$ cat src/rtl/vga_sync_pattern_gen_if.sv
// Display-side bundle of the VGA generator: sync, active flag, pixel coordinate and colour.
interface vga_sync_pattern_gen_if;
  logic       o_hs;
  logic       o_vs;
  logic       o_activeArea;
  logic [9:0] o_px;
  logic [9:0] o_py;
  logic [2:0] o_red;
  logic [2:0] o_green;
  logic [2:0] o_blue;

  modport master (
    output o_hs, o_vs, o_activeArea, o_px, o_py, o_red, o_green, o_blue
  );

  modport slave (
    input o_hs, o_vs, o_activeArea, o_px, o_py, o_red, o_green, o_blue
  );
endinterface

$ cat src/rtl/vga_sync_pattern_gen.sv
// 640x480@60 VGA timing generator with an animated test pattern, one pixel per clock.
// Coordinate/sync outputs lag the raw counters by one clock; colour lags the coordinate by one more.
module vga_sync_pattern_gen #(
  parameter int H_ACTIVE = 640,
  parameter int H_FP     = 16,
  parameter int H_SYNC   = 96,
  parameter int H_BP     = 48,
  parameter int V_ACTIVE = 480,
  parameter int V_FP     = 10,
  parameter int V_SYNC   = 2,
  parameter int V_BP     = 33,
  parameter bit SYNC_POL = 1'b0
) (
  input  logic                          i_clk,
  input  logic                          i_reset,
  vga_sync_pattern_gen_if.master        vga
);

  localparam logic [9:0] H_LAST    = 10'(H_ACTIVE + H_FP + H_SYNC + H_BP - 1);
  localparam logic [9:0] V_LAST    = 10'(V_ACTIVE + V_FP + V_SYNC + V_BP - 1);
  localparam logic [9:0] H_ACT_END = 10'(H_ACTIVE);
  localparam logic [9:0] V_ACT_END = 10'(V_ACTIVE);
  localparam logic [9:0] HS_START  = 10'(H_ACTIVE + H_FP);
  localparam logic [9:0] HS_END    = 10'(H_ACTIVE + H_FP + H_SYNC);
  localparam logic [9:0] VS_START  = 10'(V_ACTIVE + V_FP);
  localparam logic [9:0] VS_END    = 10'(V_ACTIVE + V_FP + V_SYNC);

  logic [9:0] r_h;
  logic [9:0] r_v;
  logic [4:0] r_frame;

  logic       w_h_last;
  logic       w_v_last;
  logic       w_active;
  logic       w_hs;
  logic       w_vs;

  logic [9:0] r_px;
  logic [9:0] r_py;
  logic       r_active;
  logic       r_hs;
  logic       r_vs;

  assign w_h_last = (r_h == H_LAST);
  assign w_v_last = (r_v == V_LAST);

  always_ff @(posedge i_clk or negedge i_reset) begin
    if (!i_reset) begin
      r_h     <= '0;
      r_v     <= '0;
      r_frame <= '0;
    end else if (w_h_last) begin
      r_h <= '0;
      if (w_v_last) begin
        r_v     <= '0;
        r_frame <= r_frame + 5'd1;
      end else begin
        r_v <= r_v + 10'd1;
      end
    end else begin
      r_h <= r_h + 10'd1;
    end
  end

  assign w_active = (r_h < H_ACT_END) && (r_v < V_ACT_END);
  assign w_hs     = ((r_h >= HS_START) && (r_h < HS_END)) ? SYNC_POL : !SYNC_POL;
  assign w_vs     = ((r_v >= VS_START) && (r_v < VS_END)) ? SYNC_POL : !SYNC_POL;

  // All coordinate-stage outputs come from one register bank so they always describe the same pixel.
  always_ff @(posedge i_clk or negedge i_reset) begin
    if (!i_reset) begin
      r_px     <= '0;
      r_py     <= '0;
      r_active <= 1'b0;
      r_hs     <= !SYNC_POL;
      r_vs     <= !SYNC_POL;
    end else begin
      r_px     <= r_h;
      r_py     <= r_v;
      r_active <= w_active;
      r_hs     <= w_hs;
      r_vs     <= w_vs;
    end
  end

  // Per-channel pattern base and frame slice; the frame only changes across blanked pixels.
  logic [2:0] w_base [3];
  logic [2:0] w_fsel [3];
  logic [2:0] w_chan [3];

  assign w_base[0] = r_px[8:6];
  assign w_base[1] = r_py[8:6];
  assign w_base[2] = r_px[5:3] ^ r_py[5:3];
  assign w_fsel[0] = r_frame[2:0];
  assign w_fsel[1] = r_frame[3:1];
  assign w_fsel[2] = r_frame[4:2];

  genvar gi;
  generate
    for (gi = 0; gi < 3; gi++) begin : g_chan
      logic [2:0] r_chan;

      always_ff @(posedge i_clk or negedge i_reset) begin
        if (!i_reset) begin
          r_chan <= '0;
        end else begin
          r_chan <= r_active ? (w_base[gi] + w_fsel[gi]) : 3'd0;
        end
      end

      assign w_chan[gi] = r_chan;
    end
  endgenerate

  assign vga.o_hs         = r_hs;
  assign vga.o_vs         = r_vs;
  assign vga.o_activeArea = r_active;
  assign vga.o_px         = r_px;
  assign vga.o_py         = r_py;
  assign vga.o_red        = w_chan[0];
  assign vga.o_green      = w_chan[1];
  assign vga.o_blue       = w_chan[2];

endmodule

$ cat src/flat_wrapper.sv
// flat-port wrapper written by rule: the top's interface ports become plain ports
module vga_sync_pattern_gen_flat 
#(
  parameter int H_ACTIVE = 640,
  parameter int H_FP     = 16,
  parameter int H_SYNC   = 96,
  parameter int H_BP     = 48,
  parameter int V_ACTIVE = 480,
  parameter int V_FP     = 10,
  parameter int V_SYNC   = 2,
  parameter int V_BP     = 33,
  parameter bit SYNC_POL = 1'b0
)
  (i_clk, i_reset, vga_o_hs, vga_o_vs, vga_o_activeArea, vga_o_px, vga_o_py, vga_o_red, vga_o_green, vga_o_blue);
  vga_sync_pattern_gen_if vga_i ();
  input  logic i_clk;
  input  logic i_reset;
  output wire logic [$bits(vga_i.o_hs)-1:0] vga_o_hs;
  output wire logic [$bits(vga_i.o_vs)-1:0] vga_o_vs;
  output wire logic [$bits(vga_i.o_activeArea)-1:0] vga_o_activeArea;
  output wire logic [$bits(vga_i.o_px)-1:0] vga_o_px;
  output wire logic [$bits(vga_i.o_py)-1:0] vga_o_py;
  output wire logic [$bits(vga_i.o_red)-1:0] vga_o_red;
  output wire logic [$bits(vga_i.o_green)-1:0] vga_o_green;
  output wire logic [$bits(vga_i.o_blue)-1:0] vga_o_blue;
  assign vga_o_hs = vga_i.o_hs;
  assign vga_o_vs = vga_i.o_vs;
  assign vga_o_activeArea = vga_i.o_activeArea;
  assign vga_o_px = vga_i.o_px;
  assign vga_o_py = vga_i.o_py;
  assign vga_o_red = vga_i.o_red;
  assign vga_o_green = vga_i.o_green;
  assign vga_o_blue = vga_i.o_blue;
  vga_sync_pattern_gen #(.H_ACTIVE(H_ACTIVE), .H_FP(H_FP), .H_SYNC(H_SYNC), .H_BP(H_BP), .V_ACTIVE(V_ACTIVE), .V_FP(V_FP), .V_SYNC(V_SYNC), .V_BP(V_BP), .SYNC_POL(SYNC_POL)) u_core (.i_clk(i_clk), .i_reset(i_reset), .vga(vga_i));
endmodule
$ cat config.mk
export PLATFORM = sky130hd
export DESIGN_NAME = vga_sync_pattern_gen_flat
export DESIGN_NICKNAME = d
export VERILOG_FILES = /design/src/rtl/vga_sync_pattern_gen_if.sv /design/src/rtl/vga_sync_pattern_gen.sv /design/src/flat_wrapper.sv
export SDC_FILE = /design/constraint.sdc
export NUM_CORES = 1
export LEC_CHECK = 0
export ABC_AREA = 0
export BUFFER_PORTS_ARGS = -buffer_cell sky130_fd_sc_hd__buf_2
export CORE_ASPECT_RATIO = 1.4
export CORE_UTILIZATION = 55
export DETAILED_ROUTE_END_ITERATION = 6
export PLACE_DENSITY = 0.77
export SLEW_MARGIN = 5
export SYNTH_ARGS = -nofsm -noshare
export SYNTH_HDL_FRONTEND = slang
export SYNTH_SLANG_ARGS = --single-unit
export TNS_END_PERCENT = 1
$ cat constraint.sdc
create_clock -name i_clk -period 2.46 [get_ports i_clk]
set_input_delay 0.123 -clock i_clk [delete_from_list [all_inputs] [get_ports i_clk]]
set_output_delay 0.123 -clock i_clk [all_outputs]
set_load 0.01 [all_outputs]
==> impl_metrics.env, run 1 <==
export IMPL_crit_arrival_ns=2.36
export IMPL_power_per_cell_area_nw_per_um2=683
export IMPL_switching_share_pct=18.8
export IMPL_final_layout_size_suffix_gt1_share_pct=25.3
export IMPL_tightest_slew_ns=0.490
export IMPL_syn_area_per_cell_um2=12.6
export IMPL_die_area_um2=4530
export IMPL_period_minus_slack_ns=2.10
export IMPL_slowest_stage="or4_4"
export IMPL_startpoint="u_core.r_h[5]$_DFF_PN0_"
export IMPL_firstDrtPassIters=6
export IMPL_cpPeakStageDelay_ns=0.55
export IMPL_cts_resized=0
export IMPL_grtUsageTotal_pct=22.3
export IMPL_routedWlPerCell_um=14.7
export IMPL_fin_nets=249
export IMPL_timing_critical_path_mode_cell="or4_4"
export IMPL_grt_max_degree=36
export IMPL_path_cells="or3_1, or4_4, or4_4, a21oi_2"
export IMPL_switchingPower_mw=0.363
export IMPL_place_gp_congestion=0.753
export IMPL_grt_pass1_wl_um=7310
export IMPL_place_hpwl_um=2940
export IMPL_slew_violations=0
export IMPL_async_flop_share_pct=100
export IMPL_vias_per_cell=5.50
export IMPL_yosys_register_bits=57
export IMPL_p_int_mw=1.57
export IMPL_die_y_um=79.2
export IMPL_cap_violations=0
export IMPL_holdWs_ns=0.289
export IMPL_cp_max_fo=7
export IMPL_clock_sinks=57
export IMPL_relSlewSlack_pct=67.3
export IMPL_place_ws_ns=0.360
export IMPL_vdd_drop_max_mv=0.621
export IMPL_antenna_found_initial=0
export IMPL_htree_levels=3
export IMPL_syn_nets=199
export IMPL_syn_inst=186
export IMPL_drt_iter0_drc=67
export IMPL_postRouteAntennaNets=0
export IMPL_via_count=1562
export IMPL_cts_buffer_depth=2
export IMPL_row_count=27
export IMPL_finClkSkew_ns=0.00290
export IMPL_root_buffer="clkbuf_8"
export IMPL_worst_slack_ns=0.356
export IMPL_finalSetupViolations=0
export IMPL_power_mw=1.93
export IMPL_final_hold_viol_count=0
export IMPL_clkTransAtPathRegs_ns=0.06
export IMPL_ioPinCount=34
export IMPL_rsz0062_at_grt="false"
export IMPL_p_leak_nw=1.47
export IMPL_violations="design-rule violations"
export IMPL_hold_class="input pin to async pin"
export IMPL_io_buffers=33
export IMPL_path_class="flip-flop to flip-flop"
export IMPL_tritoncts="built"
export IMPL_first_global_vias=1580
export IMPL_core_area_um2=4020
export IMPL_clock_latency_ns=0.33
export IMPL_r2r_start="u_core.r_h[5]$_DFF_PN0_"
export IMPL_diodes=0
export IMPL_routed_wl_um=4180
export IMPL_outcome="complete, but fails checks"
export IMPL_final_cell_mix="dfrtp_1, buf_2, xor2_1"
export IMPL_initial_core_util_pct=58.3
export IMPL_synth_cell_types=35
export IMPL_critPathLaunchType="flip-flop"
export IMPL_areaGrowthSynthToFinish_pct=20.7
export IMPL_die_w_um=57.2
export IMPL_critPathCaptureType="flip-flop"
export IMPL_p_comb_share_pct=1.0
export IMPL_synth_warnings=0
export IMPL_ys_flop_type="dfrtp_1"
export IMPL_synth_edff_count=0
export IMPL_clkPwrFrac_pct=50.4
export IMPL_drc_errors=6
export IMPL_max_freq_ghz=0.475
export IMPL_cp_required_ns=2.72
export IMPL_fin_setup_tns_ns=0
export IMPL_period_share_pct=85.5
export IMPL_netlist_area_um2=2340
export IMPL_p_seq_share_pct=48.6
export IMPL_synth_seq_area_share_pct=61.0
export IMPL_overflow=0
export IMPL_cts_buffers=9
export IMPL_mostFrequentLayoutCell="dfrtp_1"
[power groups by stage]
stage	clock network (mW)	logic, mW	registers (mW)
after floorplan	0	0.000000419	0.955
after global placement	0	0.0196	0.955
after detailed placement	0	0.0203	0.955
after CTS	0.989	0.0214	0.938
after global routing	1.03	0.0247	0.937
final	0.973	0.0198	0.938
[flip-flops by register name (all words and copies together), names as in the netlist]
| name | count |
|---|---|
| u_core.r_h | 10 |
| u_core.vga.o_blue | 3 |
| u_core.vga.o_py | 10 |
| u_core.vga.o_red | 3 |
| u_core.vga.o_hs | 1 |
| u_core.r_frame | 5 |
| u_core.vga.o_green | 3 |
| u_core.r_v | 10 |
| u_core.vga.o_vs | 1 |
| u_core.vga.o_px | 10 |
| u_core.vga.o_activeArea | 1 |
[cell type report]
| type | instances | area (um^2) |
|---|---|---|
| Sequential cell | 57 | 1430 |
| Clock inverter | 2 | 60.1 |
| Clock buffer | 14 | 163 |
| Multi-Input combinational cell | 117 | 861 |
| Tap cell | 43 | 53.8 |
| Fill cell | 275 | 1190 |
| Inverter | 11 | 41.3 |
| Timing Repair Buffer | 40 | 220 |
[worst max-delay path, delay by kind of cell, from the launching register on]
kind | cells | cell delay (ns)
flops | 1 | 0.43
compound gates | 1 | 0.15
simple gates | 3 | 1.45
[Yosys cell counts, types with 2 or more instances]
library cell  instances  area [um^2]
and2_1               10         62.6
and3_1                5         31.3
dfrtp_1              55         1380
dfstp_2               2         52.6
fa_1                  3         60.1
ha_1                  8          100
inv_1                11         41.3
nand2_1              10         37.5
nand3_1               9         45.0
nand4_1               4         25.0
nor2_1               12         45.0
nor2b_1               2         12.5
nor3_1                5         25.0
nor4_1                3         18.8
o21ai_0               2         10.0
or3_1                 2         12.5
or4_4                 2         22.5
xnor2_1              12          105
xor2_1               13          114
[routing by layer]
layer / GRT usage (%) / share of wire (%)
met1: 26.2 / 42
met3: 4.23 / 3.8
met4: 14.6 / 3.0
met5: 0 / 0
met2: 36.8 / 51
[repair_timing]
item,in CTS,in global routing
hold buffers,1,0
hold endpoints to repair,21,0
buffers inserted,0,0
setup endpoints to repair,0,0
[cell families (layout without fill, tap and decap cells)]
logic type,count (synthesis),count (layout),synth area share (%)
flip-flops,57,57,61.0
multiplexers,1,1,0.481
adder cells (fa/ha/maj),11,11,6.84
buffers and inverters,12,67,2.24
AND/OR/NAND/NOR,70,70,16.9
AO/OA/AOI/OAI,10,10,3.15
XOR/XNOR,25,25,9.35
[path summary, 6_finish.rpt]
| check | end | slack (ns) | cells after the start |
|---|---|---|---|
| worst max-delay path | u_core.r_v[9]$_DFFE_PN0N_ | 0.36 | 4 |
| worst max register to register | u_core.r_v[9]$_DFFE_PN0N_ | 0.36 | 4 |
| worst min-delay path | u_core.vga.o_red[2]$_DFF_PN0_ | 0.29 | 2 |
| max in group asynchronous | u_core.vga.o_vs$_DFF_PN1_ | 1.32 | 3 |
| min in group i_clk | u_core.vga.o_py[7]$_DFF_PN0_ | 0.46 | 0 |
| worst min register to register | u_core.vga.o_py[7]$_DFF_PN0_ | 0.46 | 0 |
[metrics by stage]
| step | instance area, um^2 | util [%] | instances |
|---|---|---|---|
| after floorplan | 2340 | - | 186 |
| after global placement | 2590 | 64.6 | 267 |
| after detailed placement | 2590 | 64.6 | 267 |
| after CTS | 2830 | 70.3 | 284 |
| after global routing | 2830 | 70.3 | 284 |
| final | 2830 | 70.3 | 284 |
No activity file was read; power rests on OpenSTA's default activity.
==> inputs of run 2 (changes only) <==
clock period = 2.5 ns   (was 2.46 ns; I/O delays follow)
==> impl_metrics.env, run 2 (synthesized netlist as in run 1, its figures left out) <==
export IMPL_core_area_um2=4020
export IMPL_root_buffer="clkbuf_8"
export IMPL_slew_violations=0
export IMPL_holdWs_ns=0.284
export IMPL_die_area_um2=4530
export IMPL_final_hold_viol_count=0
export IMPL_die_w_um=57.2
export IMPL_routed_wl_um=4120
export IMPL_period_minus_slack_ns=2.21
export IMPL_path_class="flip-flop to flip-flop"
export IMPL_drc_errors=9
export IMPL_via_count=1511
export IMPL_tightest_slew_ns=0.482
export IMPL_diodes=0
export IMPL_use_met3_pct=6.68
export IMPL_crit_arrival_ns=2.48
export IMPL_reg2regPathDepth=4
export IMPL_cts_buffers=9
export IMPL_cap_violations=0
export IMPL_postCtsSetupBuffers=0
export IMPL_final_cell_mix="dfrtp_1, buf_2, xor2_1"
export IMPL_die_y_um=79.2
export IMPL_fin_setup_tns_ns=0
export IMPL_cts_buffer_depth=2
export IMPL_finalSetupViolations=0
export IMPL_top_usage_layer="met2"
export IMPL_p_leak_nw=1.47
export IMPL_grt_max_degree=36
export IMPL_grtUsageMet2_pct=35.3
export IMPL_vdd_drop_max_mv=0.592
export IMPL_hold_class="input pin to async pin"
export IMPL_row_count=27
export IMPL_firstDrtPassIters=6
export IMPL_grtUsageTotal_pct=21.2
export IMPL_io_buffers=33
export IMPL_postRouteAntennaNets=0
export IMPL_routedWlPerCell_um=14.6
export IMPL_outcome="complete, but fails checks"
export IMPL_tritoncts="built"
export IMPL_ioPinCount=34
export IMPL_violations="design-rule violations"
export IMPL_clock_sinks=57
export IMPL_clkTransAtPathRegs_ns=0.07
export IMPL_period_share_pct=88.6
export IMPL_antenna_found_initial=0
export IMPL_relSlewSlack_pct=67.6
export IMPL_cts_resized=0
export IMPL_power_per_cell_area_nw_per_um2=698
export IMPL_mostFrequentLayoutCell="dfrtp_1"
export IMPL_cp_required_ns=2.77
export IMPL_power_mw=1.98
export IMPL_areaGrowthSynthToFinish_pct=21.0
export IMPL_htree_levels=3
export IMPL_grt_met1_usage_pct=23.8
export IMPL_critPathLaunchType="flip-flop"
export IMPL_critPathCaptureType="flip-flop"
export IMPL_n_fill_cell=274
export IMPL_drt_iter0_drc=59
export IMPL_fin_nets=247
export IMPL_first_global_vias=1459
export IMPL_hold_buffers=1
export IMPL_place_gp_congestion=0.743
export IMPL_finClkSkew_ns=0.00919
export IMPL_clock_latency_ns=0.33
export IMPL_overflow=0
export IMPL_max_freq_ghz=0.452
export IMPL_cp_max_fo=7
export IMPL_final_layout_size_suffix_gt1_share_pct=25.5
export IMPL_place_hpwl_um=2860
export IMPL_grt_pass1_wl_um=6840
export IMPL_initial_core_util_pct=58.3
export IMPL_vias_per_cell=5.36
export IMPL_rsz0062_at_grt="false"
run 2: final timing paths:
path,startpoint,to,slack (ns)
setup / recovery,u_core.r_h[5]$_DFF_PN0_,u_core.r_v[9]$_DFFE_PN0N_,0.29
max in group asynchronous,i_reset,u_core.vga.o_vs$_DFF_PN1_,1.37
hold reg to reg,u_core.r_h[3]$_DFF_PN0_,u_core.vga.o_px[3]$_DFF_PN0_,0.46
hold / removal,i_reset,u_core.vga.o_red[2]$_DFF_PN0_,0.28
min in group i_clk,u_core.r_h[3]$_DFF_PN0_,u_core.vga.o_px[3]$_DFF_PN0_,0.46
setup reg to reg,u_core.r_h[5]$_DFF_PN0_,u_core.r_v[9]$_DFFE_PN0N_,0.29
run 2: area by class of cell:
type / count / area, um^2 / share of cell area [%]
Tap cell: 43 / 53.8 / 1.90
Multi-Input combinational cell: 117 / 861 / 30.4
Sequential cell: 57 / 1430 / 50.4
Timing Repair Buffer: 38 / 205 / 7.24
Clock buffer: 11 / 141 / 4.99
Inverter: 11 / 41.3 / 1.46
Clock inverter: 5 / 103 / 3.62
run 2: per-layer routing:
metal	vias up	part of all wire [%]
li1	729	-
met1	738	42
met2	35	52
met3	9	4.4
met4	0	2.1
met5	-	0
run 2: through the flow:
step | instance area, um^2 | util (%) | setup WS, ns | std cells
2_1_floorplan | 2340 | - | 0.344 | 186
3_3_place_gp | 2580 | 64.2 | 0.329 | 265
3_5_place_dp | 2580 | 64.2 | 0.281 | 265
4_1_cts | 2830 | 70.5 | 0.285 | 282
5_1_grt | 2830 | 70.5 | 0.206 | 282
6_report | 2830 | 70.5 | 0.285 | 282
run 2: power breakdown:
part           switching, mW  internal [mW]
registers                  0          0.923
logic                 0.0169        0.00257
clock network          0.348          0.687
run 2: worst max-delay path, cell delays in order (launching register included):
cell and delay, ns:
dfrtp_1 0.43, or3_1 0.52, or4_4 0.57, or4_4 0.49
a21oi_2 0.14
